<file path="src/rtl/mc_ctrl.sv">
// mc_ctrl: multi-cycle control FSM for the project CPU datapath.
// Sequences every instruction through FETCH, DECODE, EXEC, MEM and WB.
// It drives the datapath write strobes and the shared multiplexer selects.
// The state register is the only storage; every output is decoded
// combinationally from state, opcode, funct and zero.
// Optional feature macro: JAL_JR_EN adds the jal and jr instructions.
// When JAL_JR_EN is undefined, both instructions decode as illegal.
module mc_ctrl (
    input  logic       clk,
    input  logic       rst_n,
    input  logic [5:0] opcode,
    input  logic [5:0] funct,
    input  logic       zero,
    input  logic       mem_ready,
    output logic       pc_we,
    output logic       ir_we,
    output logic       reg_we,
    output logic       mem_re,
    output logic       mem_we,
    output logic [1:0] reg_dst,
    output logic [1:0] mem_to_reg,
    output logic [1:0] pc_src,
    output logic       alu_src_b,
    output logic [1:0] ext_op,
    output logic [2:0] alu_op,
    output logic       illegal,
    output logic [2:0] state
);

    // Opcode and funct field values of the supported instructions.
    localparam logic [5:0] OP_RTYPE = 6'h00;
    localparam logic [5:0] OP_ORI   = 6'h0D;
    localparam logic [5:0] OP_LUI   = 6'h0F;
    localparam logic [5:0] OP_LW    = 6'h23;
    localparam logic [5:0] OP_SW    = 6'h2B;
    localparam logic [5:0] OP_BEQ   = 6'h04;
    localparam logic [5:0] OP_J     = 6'h02;
    localparam logic [5:0] FN_ADDU  = 6'h21;
    localparam logic [5:0] FN_SUBU  = 6'h23;
`ifdef JAL_JR_EN
    localparam logic [5:0] OP_JAL   = 6'h03;
    localparam logic [5:0] FN_JR    = 6'h08;
`endif

    // Multiplexer select encodings seen by the datapath.
    localparam logic [1:0] DST_RT   = 2'd0;
    localparam logic [1:0] DST_RD   = 2'd1;
    localparam logic [1:0] WB_ALU   = 2'd0;
    localparam logic [1:0] WB_MEM   = 2'd1;
    localparam logic [1:0] PC_SEQ   = 2'd0;
    localparam logic [1:0] PC_BR    = 2'd1;
    localparam logic [1:0] PC_JMP   = 2'd2;
    localparam logic [1:0] EXT_ZERO = 2'd0;
    localparam logic [1:0] EXT_SIGN = 2'd1;
    localparam logic [1:0] EXT_LUI  = 2'd2;
    localparam logic [2:0] ALU_ADD  = 3'd0;
    localparam logic [2:0] ALU_SUB  = 3'd1;
    localparam logic [2:0] ALU_OR   = 3'd2;
`ifdef JAL_JR_EN
    localparam logic [1:0] DST_RA   = 2'd2;
    localparam logic [1:0] WB_PC4   = 2'd2;
    localparam logic [1:0] PC_RS    = 2'd3;
`endif

    // The state codes are visible on the debug port, so they are fixed.
    typedef enum logic [2:0] {
        S_FETCH  = 3'd0,
        S_DECODE = 3'd1,
        S_EXEC   = 3'd2,
        S_MEM    = 3'd3,
        S_WB     = 3'd4,
        S_RST    = 3'd7
    } state_t;

    // Instruction class: shared by the DECODE, EXEC, MEM and WB decode.
    typedef enum logic [3:0] {
        I_BAD, I_ADDU, I_SUBU, I_ORI, I_LUI, I_LW, I_SW,
        I_BEQ, I_J, I_JAL, I_JR
    } instr_t;

    state_t state_reg;
    state_t state_next;
    instr_t instr;

    // Classify the instruction held in IR. Any encoding not listed is I_BAD.
    always_comb begin
        instr = I_BAD;
        case (opcode)
            OP_RTYPE: begin
                case (funct)
                    FN_ADDU: instr = I_ADDU;
                    FN_SUBU: instr = I_SUBU;
`ifdef JAL_JR_EN
                    FN_JR:   instr = I_JR;
`endif
                    default: instr = I_BAD;
                endcase
            end
            OP_ORI:  instr = I_ORI;
            OP_LUI:  instr = I_LUI;
            OP_LW:   instr = I_LW;
            OP_SW:   instr = I_SW;
            OP_BEQ:  instr = I_BEQ;
            OP_J:    instr = I_J;
`ifdef JAL_JR_EN
            OP_JAL:  instr = I_JAL;
`endif
            default: instr = I_BAD;
        endcase
    end

    // State register. An asynchronous reset abandons the current instruction
    // at once, so an outstanding MEM request is withdrawn in the same instant.
    always_ff @(posedge clk or negedge rst_n) begin
        if (!rst_n) begin
            state_reg <= S_RST;
        end else begin
            state_reg <= state_next;
        end
    end

    // Next state and per-state outputs. Every strobe and select defaults to 0.
    always_comb begin
        state_next = state_reg;
        pc_we      = 1'b0;
        ir_we      = 1'b0;
        reg_we     = 1'b0;
        mem_re     = 1'b0;
        mem_we     = 1'b0;
        reg_dst    = DST_RT;
        mem_to_reg = WB_ALU;
        pc_src     = PC_SEQ;
        alu_src_b  = 1'b0;
        ext_op     = EXT_ZERO;
        alu_op     = ALU_ADD;
        illegal    = 1'b0;
        case (state_reg)
            S_RST: begin
                state_next = S_FETCH;
            end
            S_FETCH: begin
                // Load IR and advance the PC to PC+4 in the same cycle.
                ir_we      = 1'b1;
                pc_we      = 1'b1;
                pc_src     = PC_SEQ;
                state_next = S_DECODE;
            end
            S_DECODE: begin
                // An unsupported word is flagged once and then acts as a nop.
                if (instr == I_BAD) begin
                    illegal    = 1'b1;
                    state_next = S_FETCH;
                end else begin
                    state_next = S_EXEC;
                end
            end
            S_EXEC: begin
                state_next = S_WB;
                case (instr)
                    I_ADDU: begin
                        alu_op = ALU_ADD;
                    end
                    I_SUBU: begin
                        alu_op = ALU_SUB;
                    end
                    I_ORI: begin
                        alu_op    = ALU_OR;
                        alu_src_b = 1'b1;
                        ext_op    = EXT_ZERO;
                    end
                    I_LUI: begin
                        // The datapath forces ALU input A to zero for lui.
                        alu_op    = ALU_ADD;
                        alu_src_b = 1'b1;
                        ext_op    = EXT_LUI;
                    end
                    I_LW, I_SW: begin
                        alu_op     = ALU_ADD;
                        alu_src_b  = 1'b1;
                        ext_op     = EXT_SIGN;
                        state_next = S_MEM;
                    end
                    I_BEQ: begin
                        // The PC already holds PC+4, so a failed branch writes nothing.
                        alu_op     = ALU_SUB;
                        pc_src     = PC_BR;
                        pc_we      = zero;
                        state_next = S_FETCH;
                    end
                    I_J: begin
                        pc_src     = PC_JMP;
                        pc_we      = 1'b1;
                        state_next = S_FETCH;
                    end
`ifdef JAL_JR_EN
                    I_JAL: begin
                        // Link and jump complete together, so jal needs no WB.
                        pc_src     = PC_JMP;
                        pc_we      = 1'b1;
                        reg_we     = 1'b1;
                        reg_dst    = DST_RA;
                        mem_to_reg = WB_PC4;
                        state_next = S_FETCH;
                    end
                    I_JR: begin
                        pc_src     = PC_RS;
                        pc_we      = 1'b1;
                        state_next = S_FETCH;
                    end
`endif
                    default: begin
                        state_next = S_FETCH;
                    end
                endcase
            end
            S_MEM: begin
                // Hold the request until memory accepts it. Any other class
                // cannot reach MEM, but it leaves at once rather than hang.
                mem_re = (instr == I_LW);
                mem_we = (instr == I_SW);
                if (mem_ready || !(instr == I_LW || instr == I_SW)) begin
                    state_next = (instr == I_LW) ? S_WB : S_FETCH;
                end
            end
            S_WB: begin
                reg_we     = 1'b1;
                reg_dst    = (instr == I_ADDU || instr == I_SUBU) ? DST_RD : DST_RT;
                mem_to_reg = (instr == I_LW) ? WB_MEM : WB_ALU;
                state_next = S_FETCH;
            end
            default: begin
                state_next = S_FETCH;
            end
        endcase
    end

    assign state = state_reg;

endmodule

</file>
<file path="config.mk">
export PLATFORM = sky130hd
export DESIGN_NAME = mc_ctrl
export DESIGN_NICKNAME = d
export VERILOG_FILES = /design/src/rtl/mc_ctrl.sv
export SDC_FILE = /design/constraint.sdc
export NUM_CORES = 1
export LEC_CHECK = 0
export CORE_MARGIN = 2
export CORE_UTILIZATION = 40
export CTS_BUF_LIST = sky130_fd_sc_hd__clkbuf_8
export DETAILED_ROUTE_END_ITERATION = 7
export PLACE_DENSITY = 0.83
export SYNTH_ARGS = -nofsm -noshare
export SYNTH_HDL_FRONTEND = slang
export SYNTH_SLANG_ARGS = --single-unit
</file>
<file path="constraint.sdc">
create_clock -name clk -period 2.3 [get_ports clk]
set_input_delay 0.23 -clock clk [delete_from_list [all_inputs] [get_ports clk]]
set_output_delay 0.23 -clock clk [all_outputs]
set_load 0.01 [all_outputs]
</file>
* Word level (Yosys, flattened, before mapping)
Index checks and enable logic that the tools add are counted.
** Cells by class
- Equality and inequality tests :: 21
- Mux-type cells :: 27
- Reductions and logical operators :: 11
** Operator list (count)
- $pmux W4 S7 :: 1
- $eq A6 B6 Y1 const B :: 4
- $eq A4 B3 Y1 const B :: 4
- $pmux W2 S2 :: 4
- $eq A6 B4 Y1 const B :: 2
- $mux W1 :: 12
- $pmux W3 S4 :: 1
- $eq A4 B2 Y1 const B :: 2
- $mux W2 :: 4
- $reduce_or A4 Y1 :: 2
- $eq A3 B2 Y1 const B :: 2
- $eq A6 B2 Y1 const B :: 1
- $eq A6 B3 Y1 const B :: 1
- $logic_not A6 Y1 :: 1
- $mux W3 :: 2
- $pmux W3 S2 :: 1
- $eq A4 B1 Y1 const B :: 1
- $eq A4 B4 Y1 const B :: 1
- $logic_not A4 Y1 :: 1
- $pmux W1 S2 :: 2
- $reduce_or A2 Y1 :: 2
- $eq A3 B1 Y1 const B :: 1
- $eq A3 B3 Y1 const B :: 1
- $logic_not A3 Y1 :: 1
- other kinds (3) :: 5
** Word-level totals
- Word-level logic and storage cells :: 60
- Flip-flop bits (word level) :: 3
- Input port bits :: 16
- Output and inout bits :: 21

* Longest topological paths before layout
- Depth after elaboration :: 9
- Gate-level depth with buffers :: 8
- Gate-level depth less buffers :: 6

* Least setup slack after synthesis
Ideal clock, no wire load.
- Kind :: input to output
- Start point :: input opcode[5]
- End point :: output mem_to_reg[0]
- Cell stages on the path :: 7
- Path buffers :: 2
- Data required time :: 2.070 ns
- Data arrival time :: 1.763 ns
- Setup slack :: 0.307 ns
- Cells stage by stage :: buf_6 -> or3b_4 -> or3_1 -> buf_6 -> a21oi_4 -> nor2_1 -> a2111oi_2
** Between the ends
- Longest elaborated chain between the ends :: 5
- Elaborated cells between the ends (all ways) :: 11
- Classes of those cells :: eq/ne (7); mux (3); reduce/logical (1)
** Ends and longest elaborated chain
- start: declaration :: line 11 : input logic [5:0] opcode,
- $eq A6 B2 Y1 (tied with other cells) :: line 88 : case (opcode)
- $pmux W4 S7 (*) :: line 88
- $eq A4 B3 Y1 (*) :: line 228 : mem_to_reg = (instr == I_LW) ? WB_MEM : WB_ALU;
- $mux W1 (*) :: line 228
- $mux W1 (*) :: line 137 : case (state_reg)
- end: declaration :: line 21 : output logic [1:0] mem_to_reg,
Every way passes the cells marked *; elsewhere a longest branch is shown, timed or not.

* Worst setup path in the final report
- Start point :: register state_reg[2] (netlist: state[2])
- End point :: output alu_src_b
** Between the ends
- Longest elaborated chain between the ends :: 2
** Ends and longest elaborated chain
- start: declaration :: line 81 : state_t state_reg;
- start signal: assignment :: line 118 : state_reg <= state_next;
- $eq A3 B2 Y1 :: line 137
- $mux W1 :: line 137
- end: declaration :: line 23 : output logic alu_src_b,
Every way passes these cells.

==> results.sh <==
export IMPL_wl_met1_um=1204
export IMPL_clkLatencyLatePin_ns=0.22
export IMPL_fin_ws_ns=0.01391
export IMPL_multi_input_area_sq_um=593.1
export IMPL_grt_pass1_vias=1011
export IMPL_gr_usage_all_layers_pct=33.61
export IMPL_die_w_um=45.02
export IMPL_cts_tree="done"
export IMPL_placed_cells=163
export IMPL_synth_cell_type_count=42
export IMPL_slowest_stage="dfstp_2"
export IMPL_design_die_area_sq_um=2027
export IMPL_status="completed"
export IMPL_ant_nets=0
export IMPL_cts_hold_buf=0
export IMPL_layout_cells_non_filler=172
export IMPL_hp_class="in2async"
export IMPL_slew_viol_final=0
export IMPL_path_cells="buf_12 -> nor3b_4 -> buf_4 -> nor4b_4 -> and4_4 -> or3_1 -> dlygate4sd2_1"
export IMPL_routed_wl_met2_um=1532
export IMPL_cts_made_buffers=3
export IMPL_synth_ff_type="dfstp_2"
export IMPL_synth_top_family_by_area="simple AND/OR/NAND/NOR gates"
export IMPL_nFillCells=84
export IMPL_gp_congestion=0.8144
export IMPL_fmax_ghz=0.4374
export IMPL_postSynthCellCount=89
export IMPL_hpwl_um=1998
export IMPL_cap_violations=0
export IMPL_synth_avg_cell_area_sq_um=7.563
export IMPL_cts_root_buffer="clkbuf_8"
export IMPL_path_max_fanout=3
export IMPL_cts_sinks=3
export IMPL_grt_pass1_wl_um=4809
export IMPL_fp_coreArea_sq_um=1541
export IMPL_finalCriticalPeriod_ns=2.286
export IMPL_synthSimpleGateAreaFrac_pct=47.40
export IMPL_pwr_density_cell_nw_per_um2=361.7
export IMPL_syn_area_sq_um=673.1
export IMPL_post_place_ws_ns=-0.6312
export IMPL_crit_type="reg2out"
export IMPL_synth_compound_area_share_pct=26.77
export IMPL_holdWs_ns=0.3795
export IMPL_path_clk_slew_ns=0.04
export IMPL_area_growth_pct=102.4
export IMPL_yosysMostFrequentCell="nand2_1"
export IMPL_tns_ns=0
export IMPL_seq_area_sq_um=78.83
export IMPL_ys_seq_elements=3
export IMPL_num_vias=1004
export IMPL_dr_wl_met3_um=137
export IMPL_final_hold_viol_count=0
export IMPL_synth_largest_area_cell="dfstp_2"
export IMPL_async_flop_share_pct=100.0
export IMPL_rows=14
export IMPL_yosys_warnings=0
export IMPL_start_util_pct=43.67
export IMPL_grt_max_degree=11
export IMPL_portBuffers=33
export IMPL_yosysSeqAreaShare_pct=11.71
export IMPL_n_antenna_cell=0
export IMPL_highest_layer="met4"
export IMPL_num_io_pins=37
export IMPL_synth_common_cells="7 x nand2_1, 6 x inv_1, 6 x nor2_1, 5 x nand3_1, 5 x nor3_1"
export IMPL_leakagePower_nw=0.6656
export IMPL_end_kind="output port"
export IMPL_firstDrtPassIters=4
export IMPL_cpPeakStageDelay_ns=0.57
export IMPL_wl_um=3027
export IMPL_drc=0
export IMPL_period_share_pct=99.40
export IMPL_cp_required_ns=2.07
export IMPL_synth_area_leaders="dfstp_2 12%, a21oi_4 7.2%, nand2_1 3.9%"
export IMPL_setup_worst_path_start_class="register"
export IMPL_drive_gt1_share_pct=45.51
export IMPL_drt_iter0_drc=23
export IMPL_crit_arrival_ns=2.06
export IMPL_drt_wirelength_per_cell_um=17.60
export IMPL_clk_path_buf_depth=2
export IMPL_peakVddDrop_v=0.0002531
export IMPL_muxShareOfSynthArea_pct=0
export IMPL_finalNetCount=173
export IMPL_htreeDepth=1
export IMPL_largest_reg_flops=3
export IMPL_clock_skew_ns=0.004500
export IMPL_dieHeight_um=45.02
export IMPL_final_setup_viol_count=0
export IMPL_fin_util_pct=88.39
export IMPL_antenna_found_initial=0
export IMPL_grt_overflow_total=0
export IMPL_vias_per_cell=5.837
export IMPL_synth_adder_area_share_pct=0
export IMPL_synth_xor_area_share_pct=1.301
export IMPL_yosysTopAreaCellShare_pct=11.71
export IMPL_synth_edf_count=0
==> placed cells by master, fill, tap and decap left out, types with 4 or more instances in the layout <==
cell	n
nor3_1	4
nand2_1	6
inv_1	7
nand3_1	5
a21oi_4	4
buf_4	35
clkdlybuf4s50_1	16
nor2_1	4
buf_2	5
dlygate4sd2_1	6
==> metrics by stage <==
step                power, mW  cell area [sq um]
floorplan              0.1851              680.7
global route           0.5164               1363
CTS                    0.4790               1339
global placement       0.3155               1211
finish                 0.4928               1363
detailed placement     0.3212               1211
==> kinds of logic (layout without fill, tap and decap cells) <==
kind of cell / Yosys count / in the layout
AO/OA/AOI/OAI: 19 / 19
XOR/XNOR: 1 / 1
buffers and inverters: 15 / 80
flip-flops: 3 / 3
other: 1 / 3
AND/OR/NAND/NOR: 50 / 50
==> path summary, 6_finish.rpt <==
check / depth (start not counted) / endpoint / from / slack (ns)
setup / recovery: 7 / alu_src_b / state[2] / 0.01
hold / removal: 1 / state[1] / rst_n / 0.38
max in group asynchronous: 1 / state[0] / rst_n / 1.89
hold reg to reg: 2 / state[1] / state[0] / 0.57
min in group clk: 2 / state[1] / state[0] / 0.57
setup reg to reg: 7 / state[2] / state[1] / 0.43
==> where the power goes <==
group          total [mW]  switching [mW]  internal, mW
Combinational       0.237           0.108         0.129
Sequential         0.0959          0.0240        0.0719
Clock               0.160          0.0454         0.115
==> metal layers <==
layer,vias to the layer above,track usage [%]
li1,464,-
met1,471,39.12
met2,54,58.86
met3,15,3.600
met4,0,19.41
met5,-,0
==> cell type report <==
| type | count | area share (%) |
|---|---|---|
| Clock buffer | 3 | 3.030 |
| Clock inverter | 1 | 0.2755 |
| Inverter | 6 | 1.653 |
| Multi-Input combinational cell | 73 | 43.53 |
| Sequential cell | 3 | 5.785 |
| Tap cell | 16 | 1.469 |
| Timing Repair Buffer | 70 | 44.26 |
==> worst max-delay path, delay by kind of cell, from the launching register on <==
kind,cells,cell delay (ns)
and+or+nand+nor,4,0.71
buffers and inverters,3,0.53
DFF,1,0.57
==> timing repair <==
item                                    in CTS  in global routing
pin swaps                                    6                  3
buffers inserted                             4                  1
endpoints found under the setup margin      13                  7
gates resized for setup                     41                  8
No activity file was read; power rests on OpenSTA's default activity.
